## src/rtl/uart_rx_arbiter.sv

```systemverilog
// Round-robin drain of NUM_PORTS UART RX FIFOs into one tagged character stream.
// Optional feature macro UART_RX_ARB_DROP_ERR_EN: discard parity/framing-error words instead of offering them.
module uart_rx_arbiter #(
  parameter int NUM_PORTS = 4,
  parameter int PORT_W    = 2,
  parameter int CNT_W     = 5,
  parameter int REC_W     = 11,
  parameter int MAX_BURST = 4
) (
  input  logic                       clk,
  input  logic                       rst,
  input  logic [NUM_PORTS-1:0]       port_en,
  input  logic [NUM_PORTS*CNT_W-1:0] rf_count,
  input  logic [NUM_PORTS*REC_W-1:0] rf_data_out,
  output logic [NUM_PORTS-1:0]       rf_pop,
  output logic                       out_valid,
  input  logic                       out_ready,
  output logic [7:0]                 out_data,
  output logic [PORT_W-1:0]          out_port,
  output logic [2:0]                 out_status,
  output logic                       grant_busy,
  output logic                       err_drop
);

  typedef enum logic [1:0] {ARB, FETCH, OFFER, DROP} state_t;

  state_t            state;
  logic [PORT_W-1:0] rr_ptr;
  logic [PORT_W-1:0] grant;
  logic [3:0]        burst_cnt;

  logic [NUM_PORTS-1:0] elig;
  logic                 hit;
  logic [PORT_W-1:0]    hit_idx;
  logic [REC_W-1:0]     head;
  logic                 grant_elig;
  logic                 burst_more;
  logic [PORT_W-1:0]    grant_next;

  function automatic logic [NUM_PORTS-1:0] onehot(input logic [PORT_W-1:0] p);
    logic [NUM_PORTS-1:0] v;
    v    = '0;
    v[p] = 1'b1;
    return v;
  endfunction

  always_comb begin
    elig = '0;
    for (int i = 0; i < NUM_PORTS; i++)
      elig[i] = port_en[i] && (rf_count[i*CNT_W +: CNT_W] != '0);
  end

  // First eligible port at or after rr_ptr, wrapping past NUM_PORTS-1.
  always_comb begin
    logic [PORT_W:0]   sum;
    logic [PORT_W-1:0] idx;
    hit     = 1'b0;
    hit_idx = '0;
    sum     = '0;
    idx     = '0;
    for (int k = 0; k < NUM_PORTS; k++) begin
      sum = {1'b0, rr_ptr} + (PORT_W+1)'(k);
      if (sum >= (PORT_W+1)'(NUM_PORTS))
        sum = sum - (PORT_W+1)'(NUM_PORTS);
      idx = sum[PORT_W-1:0];
      if (!hit && elig[idx]) begin
        hit     = 1'b1;
        hit_idx = idx;
      end
    end
  end

  always_comb begin
    head = '0;
    for (int i = 0; i < NUM_PORTS; i++)
      if (grant == PORT_W'(i))
        head = rf_data_out[i*REC_W +: REC_W];
  end

  assign grant_elig = elig[grant];
  assign burst_more = burst_cnt < 4'(MAX_BURST);
  assign grant_next = (grant == PORT_W'(NUM_PORTS-1)) ? '0 : grant + 1'b1;

`ifdef UART_RX_ARB_DROP_ERR_EN
  logic drop_q;
  assign err_drop = drop_q;
`else
  assign err_drop = 1'b0;
`endif

  always_ff @(posedge clk or posedge rst) begin
    if (rst) begin
      state      <= ARB;
      rr_ptr     <= '0;
      grant      <= '0;
      burst_cnt  <= '0;
      rf_pop     <= '0;
      out_valid  <= 1'b0;
      out_data   <= '0;
      out_port   <= '0;
      out_status <= '0;
      grant_busy <= 1'b0;
`ifdef UART_RX_ARB_DROP_ERR_EN
      drop_q     <= 1'b0;
`endif
    end else begin
      rf_pop <= '0;
`ifdef UART_RX_ARB_DROP_ERR_EN
      drop_q <= 1'b0;
`endif
      case (state)
        ARB: begin
          if (hit) begin
            grant      <= hit_idx;
            burst_cnt  <= '0;
            grant_busy <= 1'b1;
            rf_pop     <= onehot(hit_idx);
            state      <= FETCH;
          end else begin
            grant_busy <= 1'b0;
          end
        end
        FETCH: begin
          // The pop strobe is live this cycle; head still shows the word being popped.
          burst_cnt <= burst_cnt + 4'd1;
`ifdef UART_RX_ARB_DROP_ERR_EN
          if (head[1] || head[0]) begin
            drop_q <= 1'b1;
            state  <= DROP;
          end else
`endif
          begin
            out_valid  <= 1'b1;
            out_data   <= head[REC_W-1 -: 8];
            out_port   <= grant;
            out_status <= head[2:0];
            state      <= OFFER;
          end
        end
        OFFER, DROP: begin
          // Count here already reflects the pop, so continuing never pops an empty FIFO.
          if (state == DROP || out_ready) begin
            out_valid <= 1'b0;
            if (burst_more && grant_elig) begin
              rf_pop <= onehot(grant);
              state  <= FETCH;
            end else begin
              rr_ptr     <= grant_next;
              grant_busy <= 1'b0;
              state      <= ARB;
            end
          end
        end
        default: state <= ARB;
      endcase
    end
  end

endmodule

```

## config.mk

```make
export PLATFORM = sky130hd
export DESIGN_NAME = uart_rx_arbiter
export DESIGN_NICKNAME = d
export VERILOG_FILES = /design/src/rtl/uart_rx_arbiter.sv
export SDC_FILE = /design/constraint.sdc
export NUM_CORES = 1
export LEC_CHECK = 0
export ABC_AREA = 1
export BUFFER_PORTS_ARGS = -buffer_cell sky130_fd_sc_hd__buf_4
export CAP_MARGIN = 10
export CORE_MARGIN = 4
export CORE_UTILIZATION = 45
export CTS_CLUSTER_SIZE = 10
export DETAILED_ROUTE_END_ITERATION = 10
export GPL_ROUTABILITY_DRIVEN = 0
export HOLD_SLACK_MARGIN = 0.03
export PLACE_DENSITY_LB_ADDON = 0.1
export SYNTH_ARGS = -nofsm -noshare
export SYNTH_HDL_FRONTEND = slang
export SYNTH_SLANG_ARGS = --single-unit
export TNS_END_PERCENT = 100
```

## constraint.sdc

```tcl
create_clock -name clk -period 4.3 [get_ports clk]
set_input_delay 0.86 -clock clk [delete_from_list [all_inputs] [get_ports clk]]
set_output_delay 0.86 -clock clk [all_outputs]
set_load 0.02 [all_outputs]
```

Word-level counts from Yosys, hierarchy flattened. Index checks and enable logic that the tools add are counted.

Flip-flop bits (word level): 29. Bits of input ports: 71. Output and inout port bits: 20. Word-level logic and storage cells: 119.

Add/subtract/negate cells: 9. Order comparisons: 13. Equal/unequal tests: 9. Mux-type cells: 47. Bitwise gates (word level): 1. Reductions and logical operators: 30.

Operator list (number): $mux W11 (4); $mux W2 (11); $reduce_bool A5 Y1 (4); $lt A2 B3 Y1 const B (6); $mux W1 (16); $mux W4 (4); $pmux W4 S2 (2); $bmux W1 S2 (5); $logic_and A1 B1 Y1 (10); $ge A3 B3 Y1 const B (3); $eq A2 B2 Y1 const B (4); $reduce_and A2 Y1 (4); $sub A2 B1 Y2 const B (4); $add A2 B2 Y3 const B (2); $ne A2 B2 Y1 const B (3); $pmux W2 S3 (1); $reduce_and A3 Y1 (2); $reduce_bool A2 Y1 (3); $add A4 B1 Y4 const B (1); $demux W1 S2 (2); $eq A2 B1 Y1 const B (2); $ge A2 B1 Y1 const B (2); $logic_not A2 Y1 (2); $lt A4 B3 Y1 const B (1); other kinds (8) (11).

Depth between registers and ports, before layout.
Depth after elaboration: 20. Gate-level depth with buffers: 13. Mapped depth without buffers: 13.

Worst setup path after synthesis. OpenSTA, ideal clock, no wires.

Path kind: input port to flip-flop. Start: in rf_count[18]. End: reg state[0]. Setup time: 0.119 ns. Arrival time: 1.899 ns. Setup slack: 2.282 ns. Stages on the path: 11. Buffers on the path: 0. Cells stage by stage: nor2_1 > nand3_1 > nand3_1 > nand3_1 > nand2_1 > nand2_4 > nor2_4 > nand2_4 > nand2_8 > inv_4 > o21a_1.

Longest elaborated chain between the ends: 16.

RTL lines: start, declared (line 13) `input logic [NUM_PORTS*CNT_W-1:0] rf_count,`; $reduce_bool A5 Y1 * (line 50) `elig[i] = port_en[i] && (rf_count[i*CNT_W +: CNT_W] != '0);`; $logic_and A1 B1 Y1 * (line 50); $bmux W1 S2 (line 66) `if (!hit && elig[idx]) begin`; $mux W1 (not written as such) (line 66); $mux W1 (line 66); $logic_not A1 Y1 (line 66); $logic_and A1 B1 Y1 (line 66); $mux W1 (line 66); $logic_not A1 Y1 (line 66); $logic_and A1 B1 Y1 (line 66); $mux W1 (line 66); $logic_not A1 Y1 (line 66); $logic_and A1 B1 Y1 (line 66); $mux W1 (line 66); $ne A2 B2 Y1 (no line); $reduce_and A2 Y1 (no line); end signal, assigned (line 93) `state <= ARB;`; end signal, assigned (line 118) `state <= FETCH;`; end signal, assigned (line 137) `state <= OFFER;`; end, declared (line 27) `state_t state;`.

Mark *: on every way between the ends. The rest lies on a longest branch, timed or not. The select of a mux whose other input is x is not followed. A chain may end at the register's enable or synchronous reset.

Worst setup path after layout.
Start: reg state[1]. End: reg out_status[2].

Longest elaborated chain between the ends: 1.

RTL lines: $eq A2 B1 Y1 (line 111) `case (state)`; end signal, assigned (line 136) `out_status <= head[2:0];`; end, declared (line 20) `output logic [2:0] out_status,`.

Every way passes these cells.

==> results by group <==
Clock tree
  • CTS max path bufs: 2
  • Reg clk slew, reported paths: 0.07 ns
  • # hold bufs at CTS: 0
  • Clock sink count: 29
  • Root Driver: clkbuf_8
  • Post-CTS sizing: 0
  • CTS tree: built
  • H-tree levels: 2
  • Setup bufs post-CTS: 0
  • TritonCTS Buffers: 5
  • Skew-Pair Late Insertion Delay: 0.28 ns

Synthesis
  • YS warnings: 0
  • Post-Syn Area: 1950 um2
  • Sequential share of the synthesized area: 37.3%
  • FF+latch count, synth: 29
  • Syn nets: 342
  • Syn Inst Count: 266
  • Avg Cell Area, Syn: 7.31 um2
  • Main area contributors after synthesis: dfrtp_1 37%, nand3_1 11%, nand2_1 11%
  • Cell variety after synth: 30
  • Post-synth top area share: 37.3%
  • Dominant cell type by area after synthesis: dfrtp_1

Finish
  • Most common cell after layout, fill and taps aside: buf_4
  • Area Overhead vs Synth: 41.0%
  • Layout cells sized above 1: 31.5%
  • Final #Nets: 427
  • Most frequent cells in the layout: 89 x buf_4, 58 x nand2_1, 44 x nand3_1, 29 x dfrtp_1, 28 x nor2_1
  • ANT cells: 0

Drt
  • Via count: 2095
  • Drt wl/cell: 14.0 um
  • Vias per cell: 5.21
  • Initial DRC count: 155
  • Antenna viol nets, final: 0
  • DRT Pass-1 Iters: 4
  • Final WL: 5620 um
  • Remaining routing DRC violations: 0

STA
  • Final setup margin: 2.00 ns
  • Slew of the pin with the lowest slew margin: 1.07 ns
  • Slew HR: 28.9%
  • Tmin final: 2.30 ns
  • Fin crit share: 53.6%
  • Skew final: 0.00949 ns
  • Final Hold Viols: 0
  • Fmax: 434 MHz
  • Setup Viol. Count Final: 0
  • Slew Viols, Final: 0
  • RSZ-0062 raised after global routing: no
  • Final TNS setup: 0 ns

Min path
  • WHS Path Cells: 2
  • Worst min path class: flop to flop

Power and ir drop
  • Register share of total power: 23.8%
  • Comb pwr share: 62.1%
  • Sw Ratio: 48.8%
  • Power per cell area: 761 nW/um2
  • Net Switching: 1.02 mW
  • Worst vdd ir: 0.000404 V
  • Int Power: 1.07 mW
  • Clock share of power: 14.0%
  • P_leak: 1.42 nW

Critical path
  • Crit end category: flop
  • Startpoint types: flop
  • R2R depth: 4
  • Critical Path RT: 4.46 ns
  • Crit Path Max Fanout: 20
  • R2r setup slk: 2.00 ns
  • WP data arrival: 2.46 ns
  • CP endpoint: out_status[2]
  • Crit path kind: flop to flop
  • Reg-to-Reg Start: state[1]
  • CP Launch Point: state[1]
  • Worst r2r dst: out_status[2]

Die
  • Core Area: 4090 um2
  • Io pins: 91
  • DIE HEIGHT: 73.8 um
  • Die area: 5440 um2
  • Initial core utilization: 47.6%
  • DIE WIDTH: 73.8 um
  • Site row count: 23

Place
  • PortBufs: 89
  • Hpwl dp: 4440 um
  • Placement Setup Slack: 2.00 ns

Flow run
  • Max-Cap Viols: 0

GRT
  • Initial antenna violation count: 0
  • First-pass GRT wire length: 9030 um
  • Vias in the first global route: 1954
  • GRT Total Usage: 21.5%
  • Grt total ovfl: 0
  • Largest net degree at the start of global routing: 30

Status
  • Status: completed
[metal layers]
metal	wire, um	global-route usage, %	share of wire, %
met1	2370	28.9	42
met2	2770	34.2	49
met3	442	6.98	7.9
met4	41	4.23	0.73
met5	0	0	0
[worst max-delay path, stage by stage, from the launching register on]
cell	delay, ns
dfrtp_1	0.42
nor2_1	0.76
inv_1	0.61
a21oi_1	0.30
a21oi_1	0.10
[per-stage QoR]
step | area (um2) | utilization (%) | hold WS (ns) | std cells | power [mW]
floorplan | 1950 | - | 0.527 | 266 | 1.43
global placement | 2630 | 64.3 | 0.458 | 394 | 1.78
detailed placement | 2630 | 64.3 | 0.461 | 394 | 1.80
CTS | 2740 | 67.1 | 0.481 | 402 | 2.09
global route | 2740 | 67.1 | 0.507 | 402 | 2.27
finish | 2740 | 67.1 | 0.479 | 402 | 2.09
[how the worst min path moves through the flow]
stage               startpoint   endpoint  slack, ns
CTS                  out_valid  out_valid       0.48
finish               out_valid  out_valid       0.48
global route         out_valid  out_valid       0.51
detailed placement   out_valid  out_valid       0.46
global placement     out_valid  out_valid       0.46
floorplan             state[1]   state[1]       0.53
[power by group through the flow]
stage	Sequential (mW)	Combinational (mW)	Clock, mW
2_1_floorplan	0.569	0.858	0
5_1_grt	0.516	1.45	0.308
4_1_cts	0.498	1.30	0.294
6_report	0.497	1.30	0.293
3_3_place_gp	0.499	1.28	0
3_5_place_dp	0.499	1.30	0
[kinds of logic after synthesis]
family / count (synthesis) / synth area share (%)
XOR/XNOR: 2 / 1.29
AND/OR/NAND/NOR: 146 / 35.4
adder cells (fa/ha/maj): 5 / 3.22
buffers and inverters: 33 / 6.94
other: 1 / 0.193
AO/OA/AOI/OAI: 50 / 15.6
flip-flops: 29 / 37.3
[area by class of cell]
cell class	instances	area, um2
multi-input cells	204	1080
clock buffers	7	86.3
clock inverters	1	30.0
inverters	22	85.1
flip-flops and latches	29	726
fillers	365	1340
repair buffers	89	668
well taps	50	62.6
[cell usage after synthesis]
library cell and n:
o22ai_2 1, nand3_2 1, o21ai_1 1, inv_2 1, clkbuf_1 8, dfrtp_1 29, nor2_4 1, nand2_1 58
nand2_4 4, nor2_1 28, o21ai_2 3, o21ai_0 4, o31ai_1 2, inv_1 19, inv_4 1, buf_4 2
o211ai_1 11, nand3b_1 3, nand2_8 1, nand4_1 5, buf_2 1, nand3_1 44, xnor2_1 1, o21a_1 1
ha_1 5, clkinv_1 1, nor2_2 1, xnor2_2 1, a21oi_1 27, conb_1 1
[registers in the layout, summed over array words and instances (netlist names)]
name and count:
rr_ptr 2, grant_busy 1, burst_cnt 4, rf_pop 4, out_status 3, state 2
grant 2, out_valid 1, out_port 2, out_data 8
Power figures use the tool's default switching activity.
